--- src/rtl/bus_slave_sel_pkg.sv ---
// Shared types and constants for the bus slave selector and its watchdog.
// Imported by the top level; state and error-cause encodings live here.
package bus_slave_sel_pkg;

   typedef enum logic [1:0] {
      ST_IDLE   = 2'd0,
      ST_ACCESS = 2'd1,
      ST_ERROR  = 2'd2
   } state_t;

   localparam logic CAUSE_UNMAPPED = 1'b0;
   localparam logic CAUSE_TIMEOUT  = 1'b1;

endpackage

--- src/rtl/bus_timeout_cnt.sv ---
// Slave-ready watchdog counter: synchronous clear, count enable and a
// terminal-count flag. Kept generic so the arbiter can reuse it.
module bus_timeout_cnt #(
   parameter int CNT_W    = 8,
   parameter int TERMINAL = 254
) (
   input  logic clk,
   input  logic reset,
   input  logic i_clr,
   input  logic i_en,
   output logic o_tc
);

   logic [CNT_W-1:0] r_cnt;

   always_ff @(posedge clk) begin
      if (reset || i_clr) begin
         r_cnt <= '0;
      end else if (i_en) begin
         r_cnt <= r_cnt + 1'b1;
      end
   end

   assign o_tc = (r_cnt == CNT_W'(TERMINAL));

endmodule

--- src/rtl/bus_slave_sel.sv ---
// Registered slave decoder: holds an active-low chip select for the whole
// access, watches slave ready, and produces bus-error completions with a sticky log.
module bus_slave_sel
   import bus_slave_sel_pkg::*;
#(
   parameter int ADDR_W     = 30,
   parameter int NUM_SLAVES = 8,
   parameter int IDX_W      = 3,
   parameter int TIMEOUT    = 255,
   parameter int TO_CNT_W   = 8
) (
   input  logic                  clk,
   input  logic                  reset,
   input  logic [ADDR_W-1:0]     mAddr,
   input  logic                  mAS_,
   input  logic [NUM_SLAVES-1:0] sRdy_,
   output logic [NUM_SLAVES-1:0] sCS_,
   output logic                  mRdy_,
   output logic                  busErr,
   output logic                  errValid,
   output logic [ADDR_W-1:0]     errAddr,
   output logic                  errCause,
   input  logic                  errClr
);

   // One extra bit so NUM_SLAVES == 2**IDX_W still compares correctly.
   localparam logic [IDX_W:0] NUM_SLV = (IDX_W + 1)'(NUM_SLAVES);

   state_t                r_state;
   state_t                w_state_next;
   logic [NUM_SLAVES-1:0] r_cs_n;
   logic [NUM_SLAVES-1:0] w_cs_n_next;
   logic [NUM_SLAVES-1:0] w_dec_n;
   logic [ADDR_W-1:0]     r_addr;
   logic [ADDR_W-1:0]     r_err_addr;
   logic                  r_err_valid;
   logic                  r_err_cause;
   logic [IDX_W-1:0]      w_idx;
   logic                  w_mapped;
   logic                  w_rdy;
   logic                  w_tc;
   logic                  w_mrdy_n;
   logic                  w_bus_err;
   logic                  w_err_entry;
   logic                  w_err_cause;
   logic [ADDR_W-1:0]     w_err_addr;

   assign w_idx    = mAddr[ADDR_W-1 -: IDX_W];
   assign w_mapped = ({1'b0, w_idx} < NUM_SLV);

   genvar gi;
   generate
      for (gi = 0; gi < NUM_SLAVES; gi++) begin : g_dec
         assign w_dec_n[gi] = (w_idx != IDX_W'(gi));
      end
   endgenerate

   // Only the slave whose select is low can complete the access.
   assign w_rdy = |(~sRdy_ & ~r_cs_n);

   bus_timeout_cnt #(
      .CNT_W    (TO_CNT_W),
      .TERMINAL (TIMEOUT - 1)
   ) u_watchdog (
      .clk   (clk),
      .reset (reset),
      .i_clr (r_state != ST_ACCESS),
      .i_en  (r_state == ST_ACCESS),
      .o_tc  (w_tc)
   );

   always_comb begin
      w_state_next = r_state;
      w_cs_n_next  = r_cs_n;
      w_mrdy_n     = 1'b1;
      w_bus_err    = 1'b0;
      w_err_entry  = 1'b0;
      w_err_cause  = CAUSE_UNMAPPED;
      w_err_addr   = r_addr;
      case (r_state)
         ST_IDLE: begin
            if (!mAS_) begin
               if (w_mapped) begin
                  w_state_next = ST_ACCESS;
                  w_cs_n_next  = w_dec_n;
               end else begin
                  w_state_next = ST_ERROR;
                  w_err_entry  = 1'b1;
                  w_err_cause  = CAUSE_UNMAPPED;
                  w_err_addr   = mAddr;
               end
            end
         end
         ST_ACCESS: begin
            // Abort beats ready, and ready beats the watchdog.
            if (mAS_) begin
               w_state_next = ST_IDLE;
               w_cs_n_next  = '1;
            end else if (w_rdy) begin
               w_mrdy_n     = 1'b0;
               w_state_next = ST_IDLE;
               w_cs_n_next  = '1;
            end else if (w_tc) begin
               w_state_next = ST_ERROR;
               w_cs_n_next  = '1;
               w_err_entry  = 1'b1;
               w_err_cause  = CAUSE_TIMEOUT;
            end
         end
         ST_ERROR: begin
            w_mrdy_n     = 1'b0;
            w_bus_err    = 1'b1;
            w_state_next = ST_IDLE;
         end
         default: begin
            w_state_next = ST_IDLE;
            w_cs_n_next  = '1;
         end
      endcase
   end

   always_ff @(posedge clk) begin
      if (reset) begin
         r_state <= ST_IDLE;
         r_cs_n  <= '1;
         r_addr  <= '0;
      end else begin
         r_state <= w_state_next;
         r_cs_n  <= w_cs_n_next;
         if (r_state == ST_IDLE && !mAS_) begin
            r_addr <= mAddr;
         end
      end
   end

   // First error is kept until cleared; a clear coinciding with a new error logs the new one.
   always_ff @(posedge clk) begin
      if (reset) begin
         r_err_valid <= 1'b0;
         r_err_addr  <= '0;
         r_err_cause <= 1'b0;
      end else if (w_err_entry && (!r_err_valid || errClr)) begin
         r_err_valid <= 1'b1;
         r_err_addr  <= w_err_addr;
         r_err_cause <= w_err_cause;
      end else if (errClr) begin
         r_err_valid <= 1'b0;
      end
   end

   assign sCS_     = r_cs_n;
   assign mRdy_    = w_mrdy_n;
   assign busErr   = w_bus_err;
   assign errValid = r_err_valid;
   assign errAddr  = r_err_addr;
   assign errCause = r_err_cause;

   a_cs_onehot: assert property (@(posedge clk) disable iff (reset) $onehot0(~sCS_));

endmodule

--- config.mk ---
export PLATFORM = sky130hd
export DESIGN_NAME = bus_slave_sel
export DESIGN_NICKNAME = d
export VERILOG_FILES = /design/src/rtl/bus_slave_sel_pkg.sv /design/src/rtl/bus_timeout_cnt.sv /design/src/rtl/bus_slave_sel.sv
export SDC_FILE = /design/constraint.sdc
export NUM_CORES = 1
export LEC_CHECK = 0
export ABC_CLOCK_PERIOD_IN_PS = 3400
export BUFFER_PORTS_ARGS = -buffer_cell sky130_fd_sc_hd__buf_2
export CAP_MARGIN = 30
export CELL_PAD_IN_SITES_DETAIL_PLACEMENT = 1
export CELL_PAD_IN_SITES_GLOBAL_PLACEMENT = 1
export CORE_MARGIN = 10
export CORE_UTILIZATION = 42
export CTS_BUF_LIST = sky130_fd_sc_hd__clkbuf_4
export DETAILED_ROUTE_END_ITERATION = 16
export PLACE_DENSITY = 0.84
export SYNTH_ARGS = -nofsm -noshare
export SYNTH_HDL_FRONTEND = slang
export SYNTH_HIERARCHICAL = 1
export SYNTH_SLANG_ARGS = --single-unit
--- constraint.sdc ---
create_clock -name clk -period 3.4 [get_ports clk]
set_input_delay 0.68 -clock clk [delete_from_list [all_inputs] [get_ports clk]]
set_output_delay 0.68 -clock clk [all_outputs]
set_load 0.01 [all_outputs]
==> impl_results.html <==
<table>
<tr><th>Metric</th><th>Value</th></tr>
<tr><th colspan="2">Route</th></tr>
<tr><td>Vias after detailed routing</td><td>a little under 3000</td></tr>
<tr><td>Post-detailed-route via-to-cell ratio</td><td>approximately 5.2</td></tr>
<tr><td>Final WL</td><td>approximately 8.8 mm</td></tr>
<tr><td>Detailed-routing iteration count for the pre-antenna-repair pass</td><td>4</td></tr>
<tr><td>Number of antenna-violating nets in the routed design</td><td>0</td></tr>
<tr><td>1st-iter DRT viols</td><td>~120</td></tr>
<tr><td>Residual DRC</td><td>0</td></tr>
<tr><td>Wirelength per Cell</td><td>approximately 15 microns</td></tr>
<tr><th colspan="2">Synthesis</th></tr>
<tr><td>Post-Synthesis Cell Area</td><td>between 3000 and 4000 sq um</td></tr>
<tr><td>Synth warn</td><td>6</td></tr>
<tr><td>Adder and majority cell fraction of the synthesized area</td><td>less than 1%</td></tr>
<tr><td>Most used flip-flop cell after synthesis</td><td>sky130_fd_sc_hd__dfxtp_1</td></tr>
<tr><td>Most frequent cell after synthesis</td><td>sky130_fd_sc_hd__dfxtp_1</td></tr>
<tr><td>Simple-gate area share of the yosys netlist</td><td>between 10% and 20%</td></tr>
<tr><td>FF+latch count, synth</td><td>80</td></tr>
<tr><td>Fraction of the mapped netlist area in compound gates</td><td>19.5%</td></tr>
<tr><td>Sequential fraction of the synthesis area</td><td>50.4%</td></tr>
<tr><td>Top post-synthesis cells by count</td><td>sky130_fd_sc_hd__dfxtp_1 (80), sky130_fd_sc_hd__a21oi_1 (66), sky130_fd_sc_hd__nand2_1 (63)</td></tr>
<tr><td>Share of the synthesized netlist area taken by xor and xnor gates</td><td>under 10%</td></tr>
<tr><td>Number of distinct library cells after synthesis</td><td>34</td></tr>
<tr><td>FFs w/ async S/R, synth</td><td>0%</td></tr>
<tr><td>Biggest area contributors in the synthesized netlist</td><td>sky130_fd_sc_hd__dfxtp_1 (50%), sky130_fd_sc_hd__a21oi_1 (10%), sky130_fd_sc_hd__nand2_1 (7.4%)</td></tr>
<tr><td>Number of synthesized flops with an enable pin</td><td>0</td></tr>
<tr><td>Largest family of logic cells by synthesized area</td><td>simple AND/OR/NAND/NOR gates</td></tr>
<tr><td>Cell accounting for the most synthesized area</td><td>sky130_fd_sc_hd__dfxtp_1</td></tr>
<tr><td>Number of standard cells after synthesis</td><td>394</td></tr>
<tr><td>Post-Synthesis Mean Instance Area</td><td>between 8 and 9 sq um</td></tr>
<tr><td>Mux share of post-synthesis cell area</td><td>0%</td></tr>
<tr><td>Net count after synthesis</td><td>438</td></tr>
<tr><td>Yosys top cell area share</td><td>50.4%</td></tr>
<tr><th colspan="2">Pwr</th></tr>
<tr><td>Total power of the final layout</td><td>approximately 1.9 mW</td></tr>
<tr><td>Share of power burned in combinational logic</td><td>under 10%</td></tr>
<tr><td>Power Internal</td><td>around 1.5 mW</td></tr>
<tr><td>Power share of the sequential group</td><td>~50%</td></tr>
<tr><td>Relative contribution of the clock network to total power</td><td>approximately two fifths</td></tr>
<tr><td>Power density over the cells</td><td>a little under 500 nW/um^2</td></tr>
<tr><td>Net switching power figure</td><td>around 0.44 mW</td></tr>
<tr><td>Reported leakage power</td><td>between 1.5 and 2 nW</td></tr>
<tr><td>Worst vdd ir</td><td>roughly 0.2 mV</td></tr>
<tr><td>Switching fraction of total power</td><td>a little under a quarter</td></tr>
<tr><th colspan="2">Timing</th></tr>
<tr><td>Final count of pins violating max slew</td><td>0</td></tr>
<tr><td>Worst hold margin</td><td>around 0.46 ns</td></tr>
<tr><td>Number of setup violations in the final report</td><td>0</td></tr>
<tr><td>Total Negative Setup Slacks</td><td>0 ns</td></tr>
<tr><td>Measured slew at the worst slew-check pin</td><td>~0.75 ns</td></tr>
<tr><td>Final hold violations</td><td>0</td></tr>
<tr><td>Final worst path period share</td><td>between 70 and 80%</td></tr>
<tr><td>Clock Skew</td><td>0.0113 ns</td></tr>
<tr><td>Minimum clock period after layout</td><td>2.62 ns</td></tr>
<tr><td>Worst slew slack as a fraction of its limit</td><td>49.6%</td></tr>
<tr><td>Achievable clock frequency</td><td>around 380 MHz</td></tr>
<tr><td>Setup repair after global routing missed its margin</td><td>no</td></tr>
<tr><th colspan="2">Final layout</th></tr>
<tr><td>Design Area, Final</td><td>a little under 4000 sq um</td></tr>
<tr><td>Layout net count</td><td>510</td></tr>
<tr><td>Relative area change from synthesis to final layout</td><td>21.0%</td></tr>
<tr><td>Number of antenna diodes</td><td>0</td></tr>
<tr><td>Fillers</td><td>roughly 940</td></tr>
<tr><td>Fraction of layout instances using a drive strength above 1</td><td>23.8%</td></tr>
<tr><td>Finished Core Util</td><td>a little over half</td></tr>
<tr><th colspan="2">Setup path</th></tr>
<tr><td>Delay contributed by the slowest stage of the critical path</td><td>0.58 ns</td></tr>
<tr><td>Crit path kind</td><td>reg -&gt; reg</td></tr>
<tr><td>Critical Path Fanout Max</td><td>32</td></tr>
<tr><td>Critical path launch point type</td><td>flop</td></tr>
<tr><td>Cell with the largest stage delay on the worst path</td><td>sky130_fd_sc_hd__nand3_2</td></tr>
<tr><td>WP data arrival</td><td>2.98 ns</td></tr>
<tr><td>Top cell family by delay on the critical path</td><td>simple AND/OR/NAND/NOR gates</td></tr>
<tr><td>Crit end category</td><td>flop</td></tr>
<tr><td>Ordered cell list for the critical path</td><td>inv_1 &gt; ha_1 &gt; nand2_1 &gt; nor3_1 &gt; nand3_2 &gt; buf_4 &gt; or3_1 &gt; a21oi_1</td></tr>
<tr><td>Worst EP required</td><td>~3.8 ns</td></tr>
<tr><td>Worst path bufs/invs</td><td>2</td></tr>
<tr><th colspan="2">Die</th></tr>
<tr><td>Number of placement rows</td><td>31</td></tr>
<tr><td>Number of ports placed on the die boundary</td><td>between 80 and 90</td></tr>
<tr><td>DIE AREA</td><td>approximately 11000 sq um</td></tr>
<tr><td>Die Ht</td><td>between 100 and 150 microns</td></tr>
<tr><td>Horizontal die dimension</td><td>between 100 and 150 microns</td></tr>
<tr><td>Starting utilization of the core area</td><td>a little over two fifths</td></tr>
<tr><td>CORE AREA</td><td>around 7300 sq um</td></tr>
<tr><th colspan="2">CTS</th></tr>
<tr><td>Clk sink count</td><td>80</td></tr>
<tr><td>CTS Root Buffer Type</td><td>sky130_fd_sc_hd__clkbuf_4</td></tr>
<tr><td>CTS buffer count</td><td>9</td></tr>
<tr><td>TritonCTS clock tree</td><td>built</td></tr>
<tr><td>Worst skew pair latency</td><td>0.43 ns</td></tr>
<tr><td>Count of H-tree levels built during CTS</td><td>3</td></tr>
<tr><td>Hold buffers post-CTS</td><td>0</td></tr>
<tr><td>Number of buffers on the longest clock path</td><td>2</td></tr>
<tr><td>Resized Gates After CTS</td><td>0</td></tr>
<tr><td>Clock slew at reported path FFs</td><td>between 0.1 and 0.15 ns</td></tr>
<tr><td>Number of buffers inserted by post-CTS setup repair</td><td>0</td></tr>
<tr><th colspan="2">Global route</th></tr>
<tr><td>Gr ovfl total</td><td>0</td></tr>
<tr><td>Vias in the first global route</td><td>approximately 3000</td></tr>
<tr><td>Largest net degree at the start of global routing</td><td>between 60 and 70</td></tr>
<tr><td>Initial antenna violation count</td><td>0</td></tr>
<tr><td>GRT Total Usage</td><td>15.3%</td></tr>
<tr><td>Global-route wire length before repair</td><td>between 10 and 15 mm</td></tr>
<tr><th colspan="2">Placed design</th></tr>
<tr><td>Placer's final routability congestion estimate</td><td>between 0.7 and 0.8</td></tr>
<tr><td>PortBufs</td><td>83</td></tr>
<tr><td>Post-DP HPWL</td><td>approximately 6.1 mm</td></tr>
<tr><td>Post-DP Area</td><td>approximately 3600 sq um</td></tr>
<tr><th colspan="2">Hold path</th></tr>
<tr><td>Worst min path class</td><td>reg -&gt; reg</td></tr>
<tr><th colspan="2">Flow run</th></tr>
<tr><td>Max Cap Violations</td><td>0</td></tr>
<tr><th colspan="2">Run status</th></tr>
<tr><td>Status</td><td>completed</td></tr>
</table>
[per-stage QoR]
stage,std cells,setup WS [ns]
finish,569,0.781
global route,569,0.574
CTS,569,0.767
detailed placement,554,0.812
global placement,554,0.852
floorplan,394,0.861
[worst paths after layout]
kind,to,slack [ns],cells after the start,startpoint
max,errAddr[8],0.78,8,u_watchdog/r_cnt[0]
min,r_addr[24],0.46,2,r_addr[24]
max reg2reg,errAddr[8],0.78,8,u_watchdog/r_cnt[0]
min reg2reg,r_addr[24],0.46,2,r_addr[24]
[power by group through the flow]
stage               sequential, mW  combinational, mW  clock (mW)
floorplan                    0.995             0.0943           0
global placement             0.996              0.143           0
detailed placement           0.998              0.149           0
CTS                          0.977              0.149       0.787
global route                 0.980              0.167       0.825
finish                       0.976              0.147       0.774
[sequential cells by signal (all words and copies together), names as in the netlist]
| name | cells |
|---|---|
| r_addr | 30 |
| errCause | 1 |
| r_state | 2 |
| sCS_ | 8 |
| errValid | 1 |
| errAddr | 30 |
| u_watchdog/r_cnt | 8 |
[cell type report]
type                    count  area (sq um)  area share [%]
clock inverters             6           133            3.45
clock buffers               9          67.6            1.76
multi-input cells         251          1320            34.5
flip-flops and latches     80          1600            41.7
repair buffers             89           460            12.0
inverters                  35           131            3.42
well taps                  99           124            3.22
[layout by cell type (no fill, tap or decap), types with 2 or more instances in the layout]
cell type,instances
sky130_fd_sc_hd__buf_4,6
sky130_fd_sc_hd__o22ai_1,4
sky130_fd_sc_hd__dfxtp_1,80
sky130_fd_sc_hd__buf_2,83
sky130_fd_sc_hd__a2bb2oi_1,3
sky130_fd_sc_hd__nand2_1,63
sky130_fd_sc_hd__or3_1,31
sky130_fd_sc_hd__clkbuf_4,9
sky130_fd_sc_hd__nand3_1,5
sky130_fd_sc_hd__or3_2,2
sky130_fd_sc_hd__ha_1,2
sky130_fd_sc_hd__nor3_1,3
sky130_fd_sc_hd__nand2b_1,2
sky130_fd_sc_hd__o21ai_0,25
sky130_fd_sc_hd__o21ai_1,7
sky130_fd_sc_hd__xor2_1,3
sky130_fd_sc_hd__a21oi_1,66
sky130_fd_sc_hd__nor2_1,13
sky130_fd_sc_hd__o32a_1,4
sky130_fd_sc_hd__nand3_2,2
sky130_fd_sc_hd__inv_1,35
sky130_fd_sc_hd__nand4_1,2
sky130_fd_sc_hd__bufinv_16,4
sky130_fd_sc_hd__o21a_1,2
[logic make-up after synthesis]
family          count (synthesis)
compound gates                114
buf+inv                        63
fa+ha+maj                       2
xor+xnor                        4
flops                          80
simple gates                  131
[routing by layer]
metal  part of all wire [%]  vias to the layer above  GRT usage (%)  wire, microns
met5                      0                        -              0              0
met3                    5.5                       12           5.33            482
met2                     48                       55           25.3           4230
met4                    1.6                        0           5.90            138
met1                     45                     1405           17.7           3970
li1                       -                     1465              -              -
[worst register-to-register path: cells and delay by family (launching register included)]
kind                       cells  cell delay, ns
AOI/OAI and AO/OA              1            0.14
adders and majority gates      1            0.17
buffers and inverters          2            0.54
DFF                            1            0.38
and+or+nand+nor                4            1.33
Note: power is estimated with default switching activity, not from simulation.
